==> src/rtl/dq_pi_pkg.sv <==
`default_nettype none
// ============================================================================
// Module      : dq_pi_pkg
// Description : Shared types and width helpers for the d/q PI regulator.
// Revision    : 1.0 - initial release
// ============================================================================
package dq_pi_pkg;

  // Sequencer states: d channel first, then q channel, one multiply per state
  typedef enum logic [2:0] {
    IDLE  = 3'd0,
    D_P   = 3'd1,
    D_I   = 3'd2,
    D_UPD = 3'd3,
    Q_P   = 3'd4,
    Q_I   = 3'd5,
    Q_UPD = 3'd6
  } state_t;

  // Default datapath sizes
  localparam int DEF_DATA_WIDTH = 18;
  localparam int DEF_GAIN_WIDTH = 18;

  // Error difference needs one extra bit before saturation
  function automatic int err_width(input int data_width);
    return data_width + 1;
  endfunction

  // Full-precision product of gain and error
  function automatic int prod_width(input int data_width, input int gain_width);
    return data_width + gain_width;
  endfunction

  // Accumulation width: product width plus two guard bits
  function automatic int sum_width(input int data_width, input int gain_width);
    return data_width + gain_width + 2;
  endfunction

  localparam int ERR_WIDTH  = err_width(DEF_DATA_WIDTH);
  localparam int PROD_WIDTH = prod_width(DEF_DATA_WIDTH, DEF_GAIN_WIDTH);
  localparam int SUM_WIDTH  = sum_width(DEF_DATA_WIDTH, DEF_GAIN_WIDTH);

endpackage
`default_nettype wire

==> src/rtl/dq_pi_controller_saturator.sv <==
`default_nettype none
// ============================================================================
// Module      : signed_saturator
// Description : Combinational signed clamp of a wide value into [lo, hi].
//               The upper bound is applied first, then the lower bound, so an
//               inverted range (lo > hi) always yields lo.
// Revision    : 1.0 - initial release
// ============================================================================
module signed_saturator #(
  parameter int IN_WIDTH  = 19,
  parameter int OUT_WIDTH = 18
) (
  input  logic [IN_WIDTH-1:0]  in_val,
  input  logic [OUT_WIDTH-1:0] lo,
  input  logic [OUT_WIDTH-1:0] hi,
  output logic [OUT_WIDTH-1:0] out_val
);

  logic signed [IN_WIDTH-1:0] w_in;
  logic signed [IN_WIDTH-1:0] w_lo;
  logic signed [IN_WIDTH-1:0] w_hi;
  logic                       w_gt;
  logic                       w_lt;

  assign w_in = in_val;
  assign w_lo = {{(IN_WIDTH-OUT_WIDTH){lo[OUT_WIDTH-1]}}, lo};
  assign w_hi = {{(IN_WIDTH-OUT_WIDTH){hi[OUT_WIDTH-1]}}, hi};

  // Upper clamp first; the lower test then sees either hi or the raw input
  assign w_gt = (w_in > w_hi);
  assign w_lt = w_gt ? ($signed(hi) < $signed(lo)) : (w_in < w_lo);

  assign out_val = w_lt ? lo : (w_gt ? hi : in_val[OUT_WIDTH-1:0]);

endmodule
`default_nettype wire

==> src/rtl/dq_pi_controller.sv <==
`default_nettype none
// ============================================================================
// Module      : dq_pi_controller
// Description : Dual-channel (d/q) PI current regulator. A single registered
//               multiplier is time-shared across both channels by a 7-state
//               sequencer; integrators are clamped to the output limits.
// Revision    : 1.0 - initial release
// ============================================================================
module dq_pi_controller
  import dq_pi_pkg::*;
#(
  parameter int DATA_WIDTH = 18,
  parameter int GAIN_WIDTH = 18,
  parameter int GAIN_FRAC  = 12
) (
  input  logic                  clock,
  input  logic                  reset,
  input  logic                  enable,
  input  logic                  in_valid,
  input  logic [DATA_WIDTH-1:0] d_in,
  input  logic [DATA_WIDTH-1:0] q_in,
  input  logic [DATA_WIDTH-1:0] d_ref,
  input  logic [DATA_WIDTH-1:0] q_ref,
  input  logic [GAIN_WIDTH-1:0] kp,
  input  logic [GAIN_WIDTH-1:0] ki,
  input  logic [DATA_WIDTH-1:0] limit_max,
  input  logic [DATA_WIDTH-1:0] limit_min,
  output logic [DATA_WIDTH-1:0] d_out,
  output logic [DATA_WIDTH-1:0] q_out,
  output logic                  out_valid,
  output logic                  busy
);

  localparam int c_err_w  = err_width(DATA_WIDTH);
  localparam int c_prod_w = prod_width(DATA_WIDTH, GAIN_WIDTH);
  localparam int c_sum_w  = sum_width(DATA_WIDTH, GAIN_WIDTH);

  localparam logic [DATA_WIDTH-1:0] c_data_max = {1'b0, {(DATA_WIDTH-1){1'b1}}};
  localparam logic [DATA_WIDTH-1:0] c_data_min = {1'b1, {(DATA_WIDTH-1){1'b0}}};

  state_t                        r_state;
  logic signed [DATA_WIDTH-1:0]  r_e_d;
  logic signed [DATA_WIDTH-1:0]  r_e_q;
  logic signed [GAIN_WIDTH-1:0]  r_kp;
  logic signed [GAIN_WIDTH-1:0]  r_ki;
  logic        [DATA_WIDTH-1:0]  r_lmax;
  logic        [DATA_WIDTH-1:0]  r_lmin;
  logic signed [c_prod_w-1:0]    r_prod;
  logic signed [c_prod_w-1:0]    r_p;
  logic signed [DATA_WIDTH-1:0]  r_int_d;
  logic signed [DATA_WIDTH-1:0]  r_int_q;
  logic        [DATA_WIDTH-1:0]  r_u_d;

  logic        [c_err_w-1:0]     w_diff_d;
  logic        [c_err_w-1:0]     w_diff_q;
  logic        [DATA_WIDTH-1:0]  w_e_d;
  logic        [DATA_WIDTH-1:0]  w_e_q;
  logic signed [GAIN_WIDTH-1:0]  w_gain;
  logic signed [DATA_WIDTH-1:0]  w_err;
  logic signed [c_prod_w-1:0]    w_mult;
  logic signed [c_prod_w-1:0]    w_shift;
  logic signed [DATA_WIDTH-1:0]  w_int_cur;
  logic signed [c_sum_w-1:0]     w_int_sum;
  logic signed [DATA_WIDTH-1:0]  w_int_new;
  logic signed [c_sum_w-1:0]     w_u_sum;
  logic        [DATA_WIDTH-1:0]  w_u_new;

  // Errors are formed one bit wider, then saturated to the data range
  assign w_diff_d = {d_ref[DATA_WIDTH-1], d_ref} - {d_in[DATA_WIDTH-1], d_in};
  assign w_diff_q = {q_ref[DATA_WIDTH-1], q_ref} - {q_in[DATA_WIDTH-1], q_in};

  signed_saturator #(.IN_WIDTH(c_err_w), .OUT_WIDTH(DATA_WIDTH)) u_sat_ed (
    .in_val (w_diff_d),
    .lo     (c_data_min),
    .hi     (c_data_max),
    .out_val(w_e_d)
  );

  signed_saturator #(.IN_WIDTH(c_err_w), .OUT_WIDTH(DATA_WIDTH)) u_sat_eq (
    .in_val (w_diff_q),
    .lo     (c_data_min),
    .hi     (c_data_max),
    .out_val(w_e_q)
  );

  // Shared multiplier operand selection: kp in *_P states, ki otherwise
  assign w_gain = (r_state == D_P || r_state == Q_P) ? r_kp : r_ki;
  assign w_err  = (r_state == D_P || r_state == D_I) ? r_e_d : r_e_q;
  assign w_mult = c_prod_w'(w_gain) * c_prod_w'(w_err);

  // Arithmetic shift gives floor rounding of the fixed-point product
  assign w_shift = r_prod >>> GAIN_FRAC;

  // Integrator update and output sum; one clamp pair serves both channels
  assign w_int_cur = (r_state == Q_UPD) ? r_int_q : r_int_d;
  assign w_int_sum = c_sum_w'(w_int_cur) + c_sum_w'(w_shift);

  signed_saturator #(.IN_WIDTH(c_sum_w), .OUT_WIDTH(DATA_WIDTH)) u_sat_int (
    .in_val (w_int_sum),
    .lo     (r_lmin),
    .hi     (r_lmax),
    .out_val(w_int_new)
  );

  assign w_u_sum = c_sum_w'(r_p) + c_sum_w'(w_int_new);

  signed_saturator #(.IN_WIDTH(c_sum_w), .OUT_WIDTH(DATA_WIDTH)) u_sat_out (
    .in_val (w_u_sum),
    .lo     (r_lmin),
    .hi     (r_lmax),
    .out_val(w_u_new)
  );

  // Sequencer: captures a sample, runs P/I/update for d then q, strobes result
  always_ff @(posedge clock or negedge reset) begin
    if (!reset) begin
      r_state   <= IDLE;
      r_e_d     <= '0;
      r_e_q     <= '0;
      r_kp      <= '0;
      r_ki      <= '0;
      r_lmax    <= '0;
      r_lmin    <= '0;
      r_prod    <= '0;
      r_p       <= '0;
      r_int_d   <= '0;
      r_int_q   <= '0;
      r_u_d     <= '0;
      d_out     <= '0;
      q_out     <= '0;
      out_valid <= 1'b0;
      busy      <= 1'b0;
    end else if (!enable) begin
      r_state   <= IDLE;
      r_prod    <= '0;
      r_p       <= '0;
      r_int_d   <= '0;
      r_int_q   <= '0;
      r_u_d     <= '0;
      d_out     <= '0;
      q_out     <= '0;
      out_valid <= 1'b0;
      busy      <= 1'b0;
    end else begin
      out_valid <= 1'b0;
      case (r_state)
        IDLE: begin
          if (in_valid) begin
            r_e_d   <= w_e_d;
            r_e_q   <= w_e_q;
            r_kp    <= kp;
            r_ki    <= ki;
            r_lmax  <= limit_max;
            r_lmin  <= limit_min;
            busy    <= 1'b1;
            r_state <= D_P;
          end
        end
        D_P: begin
          r_prod  <= w_mult;
          r_state <= D_I;
        end
        D_I: begin
          r_p     <= w_shift;
          r_prod  <= w_mult;
          r_state <= D_UPD;
        end
        D_UPD: begin
          r_int_d <= w_int_new;
          r_u_d   <= w_u_new;
          r_state <= Q_P;
        end
        Q_P: begin
          r_prod  <= w_mult;
          r_state <= Q_I;
        end
        Q_I: begin
          r_p     <= w_shift;
          r_prod  <= w_mult;
          r_state <= Q_UPD;
        end
        Q_UPD: begin
          r_int_q   <= w_int_new;
          d_out     <= r_u_d;
          q_out     <= w_u_new;
          out_valid <= 1'b1;
          busy      <= 1'b0;
          r_state   <= IDLE;
        end
        default: begin
          busy    <= 1'b0;
          r_state <= IDLE;
        end
      endcase
    end
  end

endmodule
`default_nettype wire

==> config.mk <==
export PLATFORM = sky130hd
export DESIGN_NAME = dq_pi_controller
export DESIGN_NICKNAME = d
export VERILOG_FILES = /design/src/rtl/dq_pi_pkg.sv /design/src/rtl/dq_pi_controller_saturator.sv /design/src/rtl/dq_pi_controller.sv
export SDC_FILE = /design/constraint.sdc
export NUM_CORES = 2
export LEC_CHECK = 0
export CAP_MARGIN = 20
export CELL_PAD_IN_SITES_DETAIL_PLACEMENT = 1
export CELL_PAD_IN_SITES_GLOBAL_PLACEMENT = 1
export CORE_UTILIZATION = 40
export CTS_CLUSTER_SIZE = 8
export DETAILED_ROUTE_END_ITERATION = 7
export GPL_ROUTABILITY_DRIVEN = 0
export PLACE_DENSITY_LB_ADDON = 0.1
export SKIP_CTS_REPAIR_TIMING = 1
export SLEW_MARGIN = 20
export SYNTH_ARGS = -nofsm -noshare
export SYNTH_HDL_FRONTEND = slang
export SYNTH_SLANG_ARGS = --single-unit
==> constraint.sdc <==
create_clock -name clock -period 10.78 [get_ports clock]
set_input_delay 3.234 -clock clock [delete_from_list [all_inputs] [get_ports clock]]
set_output_delay 3.234 -clock clock [all_outputs]
set_load 0.01 [all_outputs]
==> results.md <==
* Core Rows at 99
* Max Fclk at between 90 and 100 MHz
* Die ar. at ~75000 sq um
* Layout cells sized above 1 at between 10% and 20%
* Crit-path slowest cell: a2111oi_2
* # H-tree levels at 2
* Vias in the first global route at about 29000
* Initial antenna violation count at 0
* WL final at ~110 mm
* CTS max path bufs at 3
* Yosys cell types at 84
* First-pass DRT Iterations at 5
* Grt total ovfl at 0
* Final hold violations at 0
* Layout Cells excl Fill at approximately 4600
* CTS sink count at 251
* DR vias/cell at ~5.6
* Clock period minus worst slack at 10.98 ns
* Die height at between 200 and 300 um
* CP required at roughly 11 ns
* Worst EP arrival at 11.42 ns
* First-pass GRT wire length at 169 mm
* Worst Setup End Kind: flip-flop
* CP Buf/Inv Count at 8
* Via count at about 25000
* Clock Tree Root: clkbuf_16
* Antenna viol nets, final at 0
* Pin count of the biggest net entering global routing at 143
* Top-area cell type share of the netlist area at between 20% and 30%
* Buffers added on ports at roughly 190
* Num CTS Buffers at 39
* Starting Density at between 40 and 50%
* Final Cycle Share at 102%
* FF+latch count, synth at between 200 and 300
* CP top delay family: compound AO/OA/AOI/OAI gates
* Dpl cells at approximately 4500
* Slew Limit Fails at 0
* DPL Wire Length at 89.1 mm
* Synth Warn # at 0
* Die W at approximately 270 um
* Core Box Area at approximately 73000 sq um
* Setup WS post-layout at -0.197 ns
* GRT Overall Usage at between 20 and 30%
* Biggest regs: r_p x24, r_prod x24
* CP Max Fanout at 7
* Synthesized net count at 4063
* CTS tree: done
* HP Class: reg -> reg
* I/O pin total at around 190
* Setup_tns at -3.49 ns
* CTS clk-pin slew, worst paths at about 0.05 ns
* Dominant cells by area after synthesis: fa_1, dfrtp_1, ha_1
* Post-synth EDFFs at 0
* Max-Cap Viols at 0
* Syn_area_per_cell at roughly 9 sq um
* Clock latency on the worst-skew pair at approximately 0.59 ns
* Synth async-reset ratio at 100%
* Kind of critical path: reg -> reg
* Setup Viol. Count Final at 35
* Wirelength per Cell at between 20 and 25 um
* Clock Skew at 0.0399 ns
* Outcome: complete, but fails checks
* Crit start category: flip-flop
* Fin nets at around 4400
* Drt drc at 0
* DR iter-0 viols at between 1000 and 1500
* Diodes inserted at 0
* Slew margin rel. at around 22%
* Slew @ Worst Pin at 1.13 ns
* Synth area leader: fa_1
* Mapped cell area at between 20000 and 30000 sq um
* Failing checks: setup timing
* Layout area overhead at 20.7%
* Synthesized instance count at ~3300
* Main synth FF type: dfrtp_1
* RSZ-0062 raised after global routing: yes
* CP max stage delay at roughly 0.46 ns
* Seq/Total Area, Yosys at between 20% and 30%
==> per-stage QoR <==
| step | hold slack, ns | util (%) | worst slack [ns] | cell area, sq um |
|---|---|---|---|---|
| finish | 0.492 | 48.8 | -0.197 | 35600 |
| global route | 0.524 | 48.8 | -0.622 | 35600 |
| CTS | 0.498 | 47.5 | -0.918 | 34700 |
| detailed placement | 0.481 | 46.0 | -0.856 | 33600 |
| global placement | 0.473 | 46.0 | -0.436 | 33500 |
| floorplan | 0.444 | - | 0.0118 | 29500 |
==> worst min-delay path: cells and delay by family, from the launching register on <==
family           cells  cell delay (ns)
AO/OA/AOI/OAI        1             0.06
AND/OR/NAND/NOR      1             0.05
flip-flops           1             0.34
==> final cells by class <==
class | instances | area (sq um)
multi-input cells | 2467 | 21800
well taps | 959 | 1200
repair buffers | 400 | 3580
clock buffers | 47 | 1030
fillers | 8381 | 37400
inverters | 436 | 1640
flip-flops and latches | 251 | 6280
clock inverters | 6 | 87.6
==> cells in the mapped netlist, drive strengths merged, types with 26 or more instances <==
library cell and count:
ha 312, dfrtp 251, a22o 29, a21o 62, xor2 37, clkbuf 93, mux2i 56, nor2 176
xnor2 62, nand3 31, mux2 55, a21oi 123, fa 333, and2 26, nand2 569, nor3 39
nand4 33, inv 436, o21ai 213
==> metal layers <==
| layer | GRT usage (%) | part of all wire, % | vias up |
|---|---|---|---|
| met3 | 2.92 | 3.2 | 229 |
| met1 | 35.1 | 40 | 13100 |
| met5 | 0 | 0 | - |
| met2 | 53.2 | 50 | 570 |
| li1 | - | - | 11500 |
| met4 | 15.9 | 6.0 | 0 |
==> final timing paths <==
kind / cells past startpoint / to / slack (ns) / startpoint
setup reg to reg: 52 / r_u_d[14] / -0.20 / r_state[1]
hold / removal: 2 / r_int_q[3] / 0.49 / r_int_q[3]
hold reg to reg: 2 / r_int_q[3] / 0.49 / r_int_q[3]
min in group asynchronous: 1 / r_lmax[17] / 2.63 / reset
max in group asynchronous: 2 / r_ki[15] / 6.73 / reset
setup / recovery: 52 / r_u_d[14] / -0.20 / r_state[1]
==> kinds of logic (layout without fill, tap and decap cells) <==
family	after synthesis	count (layout)	synth area share (%)
buffers and inverters	552	889	7.17
DFF	251	251	21.3
and+or+nand+nor	978	978	14.4
xor gates and xnor gates	99	99	2.94
AOI/OAI and AO/OA	619	619	13.7
muxes	111	111	4.09
adders and majority gates	660	660	36.4
==> cells in the final DEF (no fill, tap or decap), types with 12 or more instances in the layout <==
| master | instances |
|---|---|
| buf_4 | 202 |
| a22o_1 | 29 |
| o21bai_1 | 12 |
| o22ai_1 | 13 |
| nor2b_1 | 15 |
| clkbuf_16 | 41 |
| mux2_2 | 49 |
| fa_1 | 331 |
| and2_1 | 25 |
| xnor2_1 | 59 |
| a21oi_2 | 18 |
| a21oi_1 | 104 |
| dfrtp_1 | 251 |
| nand2_2 | 13 |
| a21o_1 | 62 |
| o21a_1 | 17 |
| mux2i_1 | 47 |
| nand4_1 | 33 |
| nor3_1 | 36 |
| and3_1 | 13 |
| xor2_1 | 37 |
| nand2b_1 | 25 |
| o21ai_1 | 54 |
| nand2_1 | 553 |
| inv_1 | 434 |
| clkdlybuf4s50_1 | 183 |
| nand3_1 | 31 |
| a211oi_1 | 13 |
| ha_4 | 12 |
| nor2_1 | 167 |
| o21ai_0 | 156 |
| maj3_1 | 15 |
| ha_1 | 298 |
| a21boi_1 | 14 |
Power is not shown: default switching activity piles up to over one toggle a cycle in this logic, so the estimate is an artifact.
